`src/rtl/ontransit_pkg.sv`:
```
// Shared state encoding for the qualified on-transition go/stop channels.
package ontransit_pkg;

  typedef enum logic [1:0] {
    IDLE   = 2'd0,
    ARM    = 2'd1,
    ON     = 2'd2,
    DISARM = 2'd3
  } state_t;

  function automatic logic is_active(state_t st);
    return (st == ON) || (st == DISARM);
  endfunction

endpackage

```
`src/rtl/ontransit_chan.sv`:
```
// One channel: qualifies do_req for QUAL_ON/QUAL_OFF cycles and emits registered
// go/stop strobes, an active level and a saturating go-event counter.
module ontransit_chan
  import ontransit_pkg::*;
#(
  parameter int QUAL_ON  = 3,
  parameter int QUAL_OFF = 2,
  parameter int QW       = 4,
  parameter int CW       = 8
) (
  input  logic          clk,
  input  logic          rst,
  input  logic          do_req,
  input  logic          cnt_clr,
  output logic          g,
  output logic          s,
  output logic          active,
  output logic [CW-1:0] go_cnt,
  output logic [1:0]    state
);

  localparam logic [QW-1:0] ON_LAST  = QW'(QUAL_ON - 1);
  localparam logic [QW-1:0] OFF_LAST = QW'(QUAL_OFF - 1);
  localparam logic [CW-1:0] CNT_MAX  = {CW{1'b1}};

  state_t        state_q, state_n;
  logic [QW-1:0] qcnt_q, qcnt_n;
  logic          g_n, s_n;

  always_ff @(posedge clk) begin
    if (rst) begin
      state_q <= IDLE;
      qcnt_q  <= '0;
      g       <= 1'b0;
      s       <= 1'b0;
      active  <= 1'b0;
    end else begin
      state_q <= state_n;
      qcnt_q  <= qcnt_n;
      g       <= g_n;
      s       <= s_n;
      active  <= is_active(state_n);
    end
  end

  always_comb begin
    state_n = state_q;
    qcnt_n  = qcnt_q;
    g_n     = 1'b0;
    s_n     = 1'b0;
    unique case (state_q)
      IDLE: begin
        if (do_req) begin
          state_n = ARM;
          qcnt_n  = '0;
        end
      end
      ARM: begin
        if (!do_req) begin
          state_n = IDLE;
        end else if (qcnt_q == ON_LAST) begin
          state_n = ON;
          g_n     = 1'b1;
        end else begin
          qcnt_n = qcnt_q + QW'(1);
        end
      end
      ON: begin
        if (!do_req) begin
          state_n = DISARM;
          qcnt_n  = '0;
        end
      end
      DISARM: begin
        // A request returning during the off-hold is a dropout, not a new go.
        if (do_req) begin
          state_n = ON;
        end else if (qcnt_q == OFF_LAST) begin
          state_n = IDLE;
          s_n     = 1'b1;
        end else begin
          qcnt_n = qcnt_q + QW'(1);
        end
      end
      default: state_n = IDLE;
    endcase
  end

  // A clear coinciding with a go keeps that go as the first counted event.
  always_ff @(posedge clk) begin
    if (rst) begin
      go_cnt <= '0;
    end else if (cnt_clr) begin
      go_cnt <= g_n ? CW'(1) : '0;
    end else if (g_n && (go_cnt != CNT_MAX)) begin
      go_cnt <= go_cnt + CW'(1);
    end
  end

  assign state = state_q;

endmodule

```
`src/rtl/ontransit_qual_fsm.sv`:
```
// Multi-channel qualified go/stop strobe generator; channels are independent
// instances of ontransit_chan, with per-channel state exposed for debug.
module ontransit_qual_fsm
  import ontransit_pkg::*;
#(
  parameter int NCH      = 4,
  parameter int QUAL_ON  = 3,
  parameter int QUAL_OFF = 2,
  parameter int QW       = 4,
  parameter int CW       = 8
) (
  input  logic              clk,
  input  logic              rst,
  input  logic [NCH-1:0]    do_req,
  input  logic              cnt_clr,
  output logic [NCH-1:0]    g,
  output logic [NCH-1:0]    s,
  output logic [NCH-1:0]    active,
  output logic [NCH*CW-1:0] go_cnt,
  output logic [NCH*2-1:0]  state
);

  for (genvar i = 0; i < NCH; i++) begin : gen_ch
    ontransit_chan #(
      .QUAL_ON  (QUAL_ON),
      .QUAL_OFF (QUAL_OFF),
      .QW       (QW),
      .CW       (CW)
    ) u_chan (
      .clk     (clk),
      .rst     (rst),
      .do_req  (do_req[i]),
      .cnt_clr (cnt_clr),
      .g       (g[i]),
      .s       (s[i]),
      .active  (active[i]),
      .go_cnt  (go_cnt[i*CW +: CW]),
      .state   (state[i*2 +: 2])
    );
  end

endmodule

```
`config.mk`:
```
export PLATFORM = sky130hd
export DESIGN_NAME = ontransit_qual_fsm
export DESIGN_NICKNAME = d
export VERILOG_FILES = /design/src/rtl/ontransit_pkg.sv /design/src/rtl/ontransit_chan.sv /design/src/rtl/ontransit_qual_fsm.sv
export SDC_FILE = /design/constraint.sdc
export NUM_CORES = 1
export LEC_CHECK = 0
export CORE_MARGIN = 10
export CORE_UTILIZATION = 53
export CTS_CLUSTER_DIAMETER = 50
export DETAILED_ROUTE_END_ITERATION = 8
export PLACE_DENSITY = 0.82
export REMOVE_ABC_BUFFERS = 1
export SLEW_MARGIN = 10
export SYNTH_ARGS = -nofsm -noshare
export SYNTH_HDL_FRONTEND = slang
export SYNTH_SLANG_ARGS = --single-unit
```
`constraint.sdc`:
```
create_clock -name clk -period 2 [get_ports clk]
set_input_delay 0.4 -clock clk [delete_from_list [all_inputs] [get_ports clk]]
set_output_delay 0.4 -clock clk [all_outputs]
set_load 0.03 [all_outputs]
```
* Yosys cells after proc, flatten, opt, wreduce, memory -nomap -nowiden *
Index checks and enable logic that the tools add are counted.

operators by class
  $add $sub $neg = 8
  bitwise operators = 4
  reduce and logical (&&, ||, !) cells = 24
  mux-type cells = 84
  eq/ne operators = 56

operators with widths
  operator                                              count
  2-to-1 mux 4 bit                                      24
  2-to-1 mux 8 bit                                      8
  case mux 4 bit (4 select lines)                       4
  2-to-1 mux 2 bit                                      24
  != test 2 bit (second input constant)                 24
  adder 8 x 1 -> 8 bit (second input constant)          4
  equality test 2 bit (second input constant)           16
  != test 8 bit (second input constant)                 4
  case mux 2 bit (4 select lines)                       4
  AND reduction 6 bit                                   4
  2-to-1 mux 1 bit                                      20
  adder 4 x 1 -> 4 bit (second input constant)          4
  equality test 4 x 1 -> 1 bit (second input constant)  4
  equality test 4 x 2 -> 1 bit (second input constant)  4
  OR reduction 3 bit                                    4
  equality test 2 x 1 -> 1 bit (second input constant)  4
  zero test 2 bit                                       4
  nonzero test 2 bit                                    4
  logical AND 1 bit                                     4
  logical OR 1 bit                                      4
  inverter 1 bit                                        4

word-level totals
  register bits after elaboration = 68
  bits of input ports = 7
  logic and storage cells = 200

* Longest topological paths before layout *
Gate-level depths: netlist of run 1.

  word-level depth = 7
  gate-level depth with buffers = 6

* Hierarchy *
From an unflattened synthesis of run 1, not the netlist that was laid out.

second synthesis, totals
  cell total of the unflattened synthesis = 374
  area total of the unflattened synthesis = 3,324.4 µm²

modules (own cells, without submodules)
  module                                  times used  area each (µm²)  cells each
  ontransit_chan at gen_ch[0].u_chan ...  3           829.5            93
  ontransit_chan at gen_ch[1].u_chan      1           835.8            95

* Least setup slack after synthesis of run 1 *
OpenSTA, ideal clock, no wires.

  path kind = register to register
  from = register gen_ch[3].u_chan.state_q[0]
  to = register gen_ch[3].u_chan.go_cnt[6]
  path slack = 141 ps
  arrival time = 1,743 ps
  data required time = 1,884 ps
  cell stages (with the launch flop) = 6
  period minus slack after synthesis = 1,859 ps
  path through = dfxtp_1 -> clkbuf_2 -> and4bb_2 -> nand4_1 -> or4b_1 -> o211a_1

on the way
  longest elaborated chain between the ends = 4

ends and longest elaborated chain
  item                                 line                  text
  from (decl)                          ontransit_chan.sv:26  state_t state_q, state_n;
  from (signal assigned)               ontransit_chan.sv:38  state_q <= state_n;
  equality test 2 x 1 -> 1 bit         ontransit_chan.sv:51  unique case (state_q)
  2-to-1 mux 1 bit                     ontransit_chan.sv:51
  logical AND 1 bit                    ontransit_chan.sv:95  end else if (g_n && (go_cnt != CNT_MAX)) begin
  nonzero test 2 bit (no source line)  --
  to (signal assigned)                 ontransit_chan.sv:94  go_cnt <= g_n ? CW'(1) : '0;
  to (signal assigned)                 ontransit_chan.sv:96  go_cnt <= go_cnt + CW'(1);
  to (decl)                            ontransit_chan.sv:18  output logic [CW-1:0] go_cnt,

No other way between the ends.
A chain may end at the register's enable or synchronous reset.

* Final worst setup path of run 1 *
  from = register gen_ch[0].u_chan.go_cnt[7]
  to = output port go_cnt[7]

RTL lines
  item                    line                      text
  from (decl)             ontransit_chan.sv:18
  from (signal assigned)  ontransit_chan.sv:94
  from (signal assigned)  ontransit_chan.sv:96
  to (decl)               ontransit_qual_fsm.sv:19  output logic [NCH*CW-1:0] go_cnt,

No word-level cell between the ends.

==> impl_metrics.json, run 1 <==
{
  "mostFrequentLayoutCells": "67 x dfxtp_1, 56 x clkdlybuf4s50_1, 33 x a21oi_1, 27 x buf_4, 25 x nand2_1",
  "area_growth_syn_to_layout_pct": 29.5,
  "arrival_ns": 1.55,
  "cts_sinks": 67,
  "place_ws_ns": -0.116,
  "maxCapViolCount": 0,
  "cpPeakStageDelay_ns": 0.73,
  "drv_slew": 0,
  "cp-startpoint": "gen_ch[0].u_chan.go_cnt[7]",
  "drc_errors": 0,
  "worstSetupStartpointType": "flip-flop",
  "finalNonFillerCells": 547,
  "clk_pin_slew_ns": 0.08,
  "setup_viol": 0,
  "ys_warn_count": 0,
  "firstDrtPassIters": 5,
  "die_h_um": 100,
  "synthAdderAreaFrac": 0.0587,
  "yosysUniqueCellTypes": 56,
  "cp_cell_sequence": "clkdlybuf4s50_1",
  "timing.rr.start": "gen_ch[2].u_chan.qcnt_q[0]",
  "finalClockSkew_ns": 0.0108,
  "vdd_ir_drop_max_v": 0.000595,
  "io_pins": 59,
  "portBuffers": 58,
  "p_per_area_mw_per_mm2": 679,
  "synth_top_cell_by_area": "dfxtp_1",
  "dp_cells": 531,
  "synth_top_cell_area_share": 0.393,
  "cts_buffers": 9,
  "async_reset_ff_frac": 0,
  "worstSetupPathType": "flip-flop to output port",
  "layout_setup_ws_ns": 0.0505,
  "status": "completed",
  "cp_slowest_cell": "clkdlybuf4s50_1",
  "path_buf_inv": 1,
  "min_period_ns": 1.95,
  "ys_seq_area_frac": 0.393,
  "routed_wl_um": 8110,
  "ys_ff_latch": 67,
  "hold_buffers": 0,
  "cp.required_ns": 1.60,
  "cts_tree": "built",
  "fp.dieW_um": 100,
  "dp_hpwl_um": 5960,
  "netlist_area_mm2": 0.00341,
  "row_count": 29,
  "end_kind": "output port",
  "track_usage": 0.158,
  "worstHoldStart": "gen_ch[1].u_chan.qcnt_q[1]",
  "path_max_fanout": 7,
  "hold_viol_final": 0,
  "viasPerCell": 5.74,
  "clock_path_buffers": 2,
  "die_area_mm2": 0.0100,
  "place.gp.congestion": 0.822,
  "n_antenna_cell": 0,
  "yosys.area_share.simple": 0.297,
  "syn_avg_cell_area_um2": 8.68,
  "nFillCells": 501,
  "synth_compound_area_frac": 0.169,
  "period_share": 0.975,
  "antenna_found_initial": 0,
  "final_common_cell": "dfxtp_1",
  "grt_pass1_vias": 2970,
  "grt_pass1_wl_um": 13300,
  "yosys_most_used_dff": "dfxtp_1",
  "htreeDepth": 3,
  "leakagePower_nw": 1.59,
  "grt_max_degree": 30,
  "drtAntennaViolNets": 0,
  "synth_top_family_by_area": "simple AND/OR/NAND/NOR gates",
  "drive_above_1_share": 0.121,
  "core_mm2": 0.00631,
  "worst_pin_slew_ns": 0.539,
  "fmax_ghz": 0.513,
  "vias": 3139,
  "insertion_delay_ns": 0.35,
  "synthMuxAreaShare": 0.0147,
  "floorplan.initialDensity": 0.540,
  "postCtsSetupBuffers": 0,
  "max-slew-margin-rel": 0.641,
  "rsz0062_at_grt": "no",
  "synth_xor_area_frac": 0.00514,
  "path_delay_family": "buffers and inverters",
  "grt_overflow": 0,
  "nets": 488,
  "synth_edf_count": 0,
  "hp-class": "flip-flop to flip-flop",
  "synthTopCellsByArea": "dfxtp_1 39%, ha_1 5.9%, a21oi_1 4.8%",
  "wire_per_inst_um": 14.8,
  "drtIter0Drc": 94,
  "synthCells": 393,
  "cts-root-buf": "clkbuf_8"
}
==> area by class of cell <==
cell class / instances / area, µm² / area share
multi-input cells: 283 / 1860 / 0.421
flip-flops and latches: 67 / 1340 / 0.304
repair buffers: 85 / 785 / 0.178
clock inverters: 7 / 140 / 0.0317
clock buffers: 9 / 124 / 0.0280
well taps: 77 / 96.3 / 0.0218
inverters: 19 / 71.3 / 0.0161
==> cell usage after synthesis, types with 2 or more instances <==
cell        n
a211oi_1    4
a21boi_0    3
a21oi_1    33
a22oi_1     3
a311oi_1    2
a31oi_1     7
and2_1      5
and3_1     11
and4_1      3
buf_1       2
buf_4      13
clkbuf_1    8
dfxtp_1    67
ha_1       16
inv_1      19
mux2i_1     5
nand2_1    25
nand2b_1    5
nand3_1    16
nand3b_1    2
nand4_1     9
nand4bb_1   6
nor2_1     23
nor2b_1    12
nor3_1     14
nor3b_1     4
nor4bb_1    3
o211ai_1    4
o21ai_0    23
o31ai_1     6
or2_2       2
or3_1       8
or3b_2      4
or4_1       2
or4b_2      3
==> state kept, by name, summed over array words and instances (netlist names) <==
name	flops
gen_ch.u_chan.state	7
gen_ch.u_chan.go_cnt	32
gen_ch.u_chan.s	4
gen_ch.u_chan.qcnt_q	16
gen_ch.u_chan.active	4
gen_ch.u_chan.g	4
==> timing repair <==
item / CTS / global route
resized for setup: 1 / 2
pin swaps: 0 / 0
endpoints found under the setup margin: 1 / 2
==> kinds of logic (layout without fill, tap and decap cells) <==
| kind of cell | count (synthesis) | in the layout |
|---|---|---|
| multiplexers | 5 | 5 |
| buffers and inverters | 43 | 120 |
| AO/OA/AOI/OAI | 94 | 94 |
| adder cells (fa/ha/maj) | 16 | 16 |
| XOR/XNOR | 2 | 2 |
| AND/OR/NAND/NOR | 166 | 166 |
| flip-flops | 67 | 67 |
==> power breakdown <==
| part | total [mW] | leakage (nW) | switching [mW] | internal, mW |
|---|---|---|---|---|
| clock | 1.49 | 0.125 | 0.538 | 0.952 |
| sequential | 1.36 | 0.541 | 0.0148 | 1.34 |
| combinational | 0.153 | 0.919 | 0.0832 | 0.0703 |
| total | 3.00 | 1.59 | 0.636 | 2.37 |
==> final timing paths <==
path	endpoint	slack (ns)	cells past startpoint
worst max-delay path	go_cnt[7]	0.05	1
worst min register to register	gen_ch[1].u_chan.qcnt_q[1]	0.52	2
worst max register to register	gen_ch[2].u_chan.go_cnt[5]	0.11	6
worst min-delay path	gen_ch[1].u_chan.qcnt_q[1]	0.52	2
==> layer usage <==
metal | GRT usage | vias up | part of all wire
met4 | 0.0707 | 0 | 0.012
li1 | - | 1573 | -
met5 | 0 | - | 0
met3 | 0.0460 | 10 | 0.075
met2 | 0.273 | 94 | 0.51
met1 | 0.174 | 1462 | 0.41
==> metrics by stage <==
stage	power (mW)	area [µm²]	util	hold slack, ns	TNS (ns)
6_report	3.00	4420	0.700	0.518	0
5_1_grt	3.10	4420	0.700	0.544	0
3_5_place_dp	1.54	4150	0.657	0.509	-0.481
3_3_place_gp	1.54	4150	0.657	0.489	-0.179
2_1_floorplan	1.46	3270	-	0.469	0
4_1_cts	3.03	4410	0.699	0.519	0
(Power assumes the default switching activity.)
==> run 2, diff against run 1 <==
Settings changed: CORE_UTILIZATION 53 to 45, PLACE_DENSITY 0.82 to 0.72.
==> impl_metrics.json, run 2 (synthesized netlist as in run 1, its figures left out) <==
{
  "worstSetupPathType": "flip-flop to output port",
  "grt_max_degree": 39,
  "leakagePower_nw": 1.56,
  "firstDrtPassIters": 4,
  "grt_pass1_wl_um": 13600,
  "die_area_mm2": 0.0115,
  "die_h_um": 107,
  "cp_cell_sequence": "clkdlybuf4s50_1",
  "fmax_ghz": 0.519,
  "path_delay_family": "buffers and inverters",
  "timing.rr.start": "gen_ch[2].u_chan.qcnt_q[0]",
  "worst_pin_slew_ns": 0.521,
  "drtIter0Drc": 111,
  "insertion_delay_ns": 0.34,
  "hold_buffers": 0,
  "hp-class": "flip-flop to flip-flop",
  "cts_sinks": 67,
  "nFillCells": 693,
  "largest-register": "gen_ch.u_chan.go_cnt",
  "largest_reg_flops": 32,
  "worstHoldStart": "gen_ch[2].u_chan.qcnt_q[0]",
  "cp_slowest_cell": "clkdlybuf4s50_1",
  "cp.required_ns": 1.60,
  "area_growth_syn_to_layout_pct": 29.1,
  "period_share": 0.963,
  "finalClockSkew_ns": 0.00727,
  "floorplan.initialDensity": 0.468,
  "dp_hpwl_um": 5880,
  "mostFrequentLayoutCells": "66 x dfxtp_1, 57 x clkdlybuf4s50_1, 33 x a21oi_1, 25 x nand2_1, 25 x buf_4",
  "path_buf_inv": 1,
  "wire_per_inst_um": 14.0,
  "cp-startpoint": "gen_ch[2].u_chan.go_cnt[2]",
  "setup_viol": 0,
  "drtAntennaViolNets": 0,
  "max-slew-margin-rel": 0.652,
  "cts_buffers": 9,
  "n_antenna_cell": 0,
  "arrival_ns": 1.53,
  "min_period_ns": 1.93,
  "fin_area_mm2": 0.00440,
  "htreeDepth": 3,
  "vdd_ir_drop_max_v": 0.000345,
  "p_per_area_mw_per_mm2": 616,
  "place_ws_ns": -0.107,
  "maxCapViolCount": 0,
  "grt_overflow": 0,
  "vias": 3067,
  "fp.dieW_um": 107,
  "place.gp.congestion": 0.821,
  "hold_viol_final": 0,
  "io_pins": 59,
  "path_max_fanout": 8,
  "place_area_mm2": 0.00417,
  "row_count": 31,
  "fin_setup_tns_ns": 0,
  "antenna_found_initial": 0,
  "final_common_cell": "dfxtp_1",
  "drc_errors": 0,
  "clock_path_buffers": 2,
  "drive_above_1_share": 0.118,
  "clk_pin_slew_ns": 0.06,
  "core_mm2": 0.00729,
  "layout_setup_ws_ns": 0.0739,
  "rsz0062_at_grt": "no",
  "nets": 487,
  "viasPerCell": 5.41,
  "routed_wl_um": 7910,
  "cts-root-buf": "clkbuf_8",
  "grt_pass1_vias": 2947,
  "status": "completed",
  "portBuffers": 58,
  "cpPeakStageDelay_ns": 0.73,
  "track_usage": 0.142,
  "drv_slew": 0,
  "end_kind": "output port",
  "worstSetupStartpointType": "flip-flop",
  "final_util": 0.603,
  "cts_tree": "built"
}
==> run 2: changes by cell type in the layout (fill, tap and decap cells not counted), sizes merged <==
cell	delta
buf	-1
bufinv	-3
clkbuf	+5
clkdlybuf4s50	+1
clkinv	-1
clkinvlp	-2
dlymetal6s2s	-1
==> run 2: area by class of cell <==
type / instances / area [µm²] / share of cell area
repair buffers: 84 / 787 / 0.179
clock buffers: 14 / 183 / 0.0415
flip-flops and latches: 67 / 1340 / 0.305
clock inverters: 1 / 30.0 / 0.00682
multi-input cells: 283 / 1860 / 0.423
inverters: 19 / 71.3 / 0.0162
well taps: 99 / 124 / 0.0281
==> run 2: what timing repair did <==
action | CTS | global route
resized for setup | 1 | 2
pin swaps | 0 | 1
hold endpoints to repair | 0 | 0
buffers inserted | 0 | 2
setup endpoints to repair | 1 | 4
==> run 2: metrics by stage <==
step	power, mW	hold WS [ns]	std cells
2_1_floorplan	1.46	0.469	369
3_3_place_gp	1.54	0.494	550
3_5_place_dp	1.55	0.505	550
4_1_cts	2.74	0.515	565
5_1_grt	2.83	0.529	567
6_report	2.71	0.496	567
==> run 2: power by group <==
part           internal [mW]  switching, mW
Sequential              1.34         0.0149
Combinational         0.0724         0.0843
Clock                  0.707          0.486
==> run 2: metal layers <==
metal  track usage  share of wire
met1         0.164           0.45
met2         0.229           0.47
met3        0.0515          0.067
met4        0.0638          0.013
met5             0              0
==> run 2: final timing paths <==
kind | to | slack [ns] | cells past startpoint
max | go_cnt[18] | 0.07 | 1
min | gen_ch[2].u_chan.qcnt_q[0] | 0.50 | 2
max reg2reg | gen_ch[2].u_chan.go_cnt[5] | 0.14 | 6
min reg2reg | gen_ch[2].u_chan.qcnt_q[0] | 0.50 | 2
==> run 2: worst register-to-register path: cells and delay by family (launching register included) <==
family / cells / cell delay [ns]
flip-flops: 1 / 0.35
AO/OA/AOI/OAI: 1 / 0.14
buffers and inverters: 1 / 0.06
AND/OR/NAND/NOR: 3 / 1.04
adder cells (fa/ha/maj): 1 / 0.20
==> RTL change, RTL diff (flow settings as in run 2) <==
Reset style: asynchronous (`rst`), changed in 2 clocked blocks.
--- a/src/rtl/ontransit_chan.sv
+++ b/src/rtl/ontransit_chan.sv
@@ -28,5 +28,5 @@
   logic          g_n, s_n;
 
-  always_ff @(posedge clk) begin
+  always_ff @(posedge clk or posedge rst) begin
     if (rst) begin
       state_q <= IDLE;
@@ -88,5 +88,5 @@
 
   // A clear coinciding with a go keeps that go as the first counted event.
-  always_ff @(posedge clk) begin
+  always_ff @(posedge clk or posedge rst) begin
     if (rst) begin
       go_cnt <= '0;
Formal check against the unedited RTL: differs if rst is asserted again (counterexample within 4 cycles, from zero or initial values and one cycle with rst high); with rst held inactive, the same outputs for 10 cycles.
==> RTL change against run 2 <==
  * Die area rose by 4.8%
  * Worst setup slack got worse by 0.0062 ns
  * Clock skew barely moved
  * Synthesized cell count fell by 9.2%
  * Sequential cell count did not move
  * Highest routed layer unchanged
  * Critical path depth did not move
  * Area after synthesis rose by 5.9%
  * Cell area rose by 1.9%
  * Wire length rose by 0.90%
Power is not compared: it rests on default switching activity, and its combinational part moved more than twofold at a synthesized area within 25%.
==> RTL change: results (changes against run 2) <==
\begin{tabular}{lr}
\hline
Metric & Value \\
\hline
\multicolumn{2}{l}{\textbf{Outcome}} \\
Outcome & complete, no violations (unchanged) \\
\multicolumn{2}{l}{\textbf{Finish}} \\
Final-stage net count & 439 (was 487) \\
Fraction of final layout cells with drive strength greater than 1 & 0.105 (was 0.118) \\
Antenna diode instance count & 0 (unchanged) \\
\multicolumn{2}{l}{\textbf{Timing}} \\
Worst Clk Skew & 0.00730 ns (was 0.00727 ns) \\
Actual slew at the worst max-slew pin & 0.464 ns (was 0.521 ns) \\
\multicolumn{2}{l}{\textbf{GRT}} \\
Global Route Usage Sum & 0.132 (was 0.142) \\
Maximum number of pins on one net before global-route repair & 56 (was 39) \\
Wire length of the first global-routing pass & 13000 um (was 13600 um) \\
Vias in the first global route & 2712 (was 2947) \\
\multicolumn{2}{l}{\textbf{Synth}} \\
Distinct cell type count after synthesis & 53 (was 56) \\
Fraction of the yosys area taken by sequential cells & 0.464 (was 0.393) \\
Cells taking the most area after synthesis & sky130\_fd\_sc\_hd\_\_dfrtp\_1 46\%, sky130\_fd\_sc\_hd\_\_ha\_1 5.5\%, sky130\_fd\_sc\_hd\_\_nand3\_1 3.5\% (was sky130\_fd\_sc\_hd\_\_dfxtp\_1 39\%, sky130\_fd\_sc\_hd\_\_ha\_1 5.9\%, sky130\_fd\_sc\_hd\_\_a21oi\_1 4.8\%) \\
Post-synthesis async set-or-reset flop share & 1.00 (was 0) \\
Commonest cells in the netlist & 67 x sky130\_fd\_sc\_hd\_\_dfrtp\_1, 26 x sky130\_fd\_sc\_hd\_\_nand2\_1, 25 x sky130\_fd\_sc\_hd\_\_nand3\_1 (was 67 x sky130\_fd\_sc\_hd\_\_dfxtp\_1, 33 x sky130\_fd\_sc\_hd\_\_a21oi\_1, 25 x sky130\_fd\_sc\_hd\_\_nand2\_1) \\
Post-synth top flop & sky130\_fd\_sc\_hd\_\_dfrtp\_1 (was sky130\_fd\_sc\_hd\_\_dfxtp\_1) \\
\multicolumn{2}{l}{\textbf{Setup path}} \\
Slack of the worst reg-to-reg path & 0.12 ns (was 0.14 ns) \\
Reg2Reg Launch Point & gen\_ch[3].u\_chan.qcnt\_q[0]\$\_DFFE\_PP0P\_ (was gen\_ch[2].u\_chan.qcnt\_q[0]\$\_SDFFE\_PP0P\_) \\
Maximum fanout along the worst path & 7 (was 8) \\
\multicolumn{2}{l}{\textbf{Placement}} \\
HPWL after detailed placement & 5700 um (was 5880 um) \\
Placement-stage worst setup slack & 0.0180 ns (was -0.107 ns) \\
Final weighted congestion of routability-driven global placement & 0.847 (was 0.821) \\
\multicolumn{2}{l}{\textbf{Route}} \\
Post-DR vias/cell & 5.53 (was 5.41) \\
Initial detailed-routing violation count & 87 (was 111) \\
First-pass iteration count of the detailed router & 6 (was 4) \\
WL/cell & 15.3 um (was 14.0 um) \\
\hline
\end{tabular}
-- RTL change: cell types whose count changed in the layout (fill, tap and decap cells not counted), sizes merged, moves of 8 or more --
cell and delta:
dfxtp -67, nand3 +9, a21oi -18, and3 -10, nor3 -8, dfrtp +67, buf -16
-- RTL change: power by group --
group / total (W) / switching (W) / leakage, nW / internal (W)
sequential: 0.00180 / 0.000248 / 0.912 / 0.00156
clock: 0.00120 / 0.000498 / 0.103 / 0.000699
combinational: 0.00133 / 0.000757 / 0.936 / 0.000577
total: 0.00434 / 0.00150 / 1.95 / 0.00283
-- RTL change: worst max path at each step --
stage	end	slack, ns	cells after the start	from
2_1_floorplan	gen_ch[0].u_chan.active$_DFF_PP0_	-0.08	1	rst
3_3_place_gp	gen_ch[2].u_chan.go_cnt[6]$_DFFE_PP0P_	0.08	5	do_req[2]
3_5_place_dp	gen_ch[3].u_chan.go_cnt[7]$_DFFE_PP0P_	0.02	5	do_req[3]
4_1_cts	go_cnt[26]	0.05	1	gen_ch[3].u_chan.go_cnt[2]$_DFFE_PP0P_
5_1_grt	go_cnt[26]	0.004	1	gen_ch[3].u_chan.go_cnt[2]$_DFFE_PP0P_
6_report	go_cnt[26]	0.07	1	gen_ch[3].u_chan.go_cnt[2]$_DFFE_PP0P_
-- RTL change: routing by layer --
layer	share of wire	global-route usage	vias up
met2	0.47	0.210	64
met1	0.45	0.165	1404
met3	0.065	0.0357	10
met5	0	0	-
li1	-	-	1416
met4	0.016	0.0595	0
-- RTL change: cell families (layout without fill, tap and decap cells) --
| logic type | count (synthesis) | count (layout) | share of synthesized area |
|---|---|---|---|
| DFF | 67 | 67 | 0.464 |
| adders and majority gates | 16 | 16 | 0.0554 |
| muxes | 9 | 9 | 0.0256 |
| AOI/OAI and AO/OA | 76 | 76 | 0.154 |
| and+or+nand+nor | 149 | 149 | 0.241 |
| buffers and inverters | 40 | 104 | 0.0593 |
-- RTL change: cell type report --
| class | instances | area [um^2] |
|---|---|---|
| Clock inverter | 5 | 77.6 |
| Clock buffer | 11 | 131 |
| Fill cell | 665 | 3280 |
| Timing Repair Buffer | 68 | 669 |
| Sequential cell | 67 | 1680 |
| Inverter | 20 | 75.1 |
| Multi-Input combinational cell | 250 | 1730 |
| Tap cell | 102 | 128 |
-- RTL change: through the flow --
step           cell area (um^2)  utilization  hold WS [ns]  instances  TNS (ns)
3_5_place_dp               4270        0.549         0.523        507         0
6_report                   4480        0.577         0.325        523         0
4_1_cts                    4480        0.576         0.327        523         0
2_1_floorplan              3470            -         0.463        337     -5.57
3_3_place_gp               4270        0.549         0.507        507         0
5_1_grt                    4480        0.577         0.339        523         0
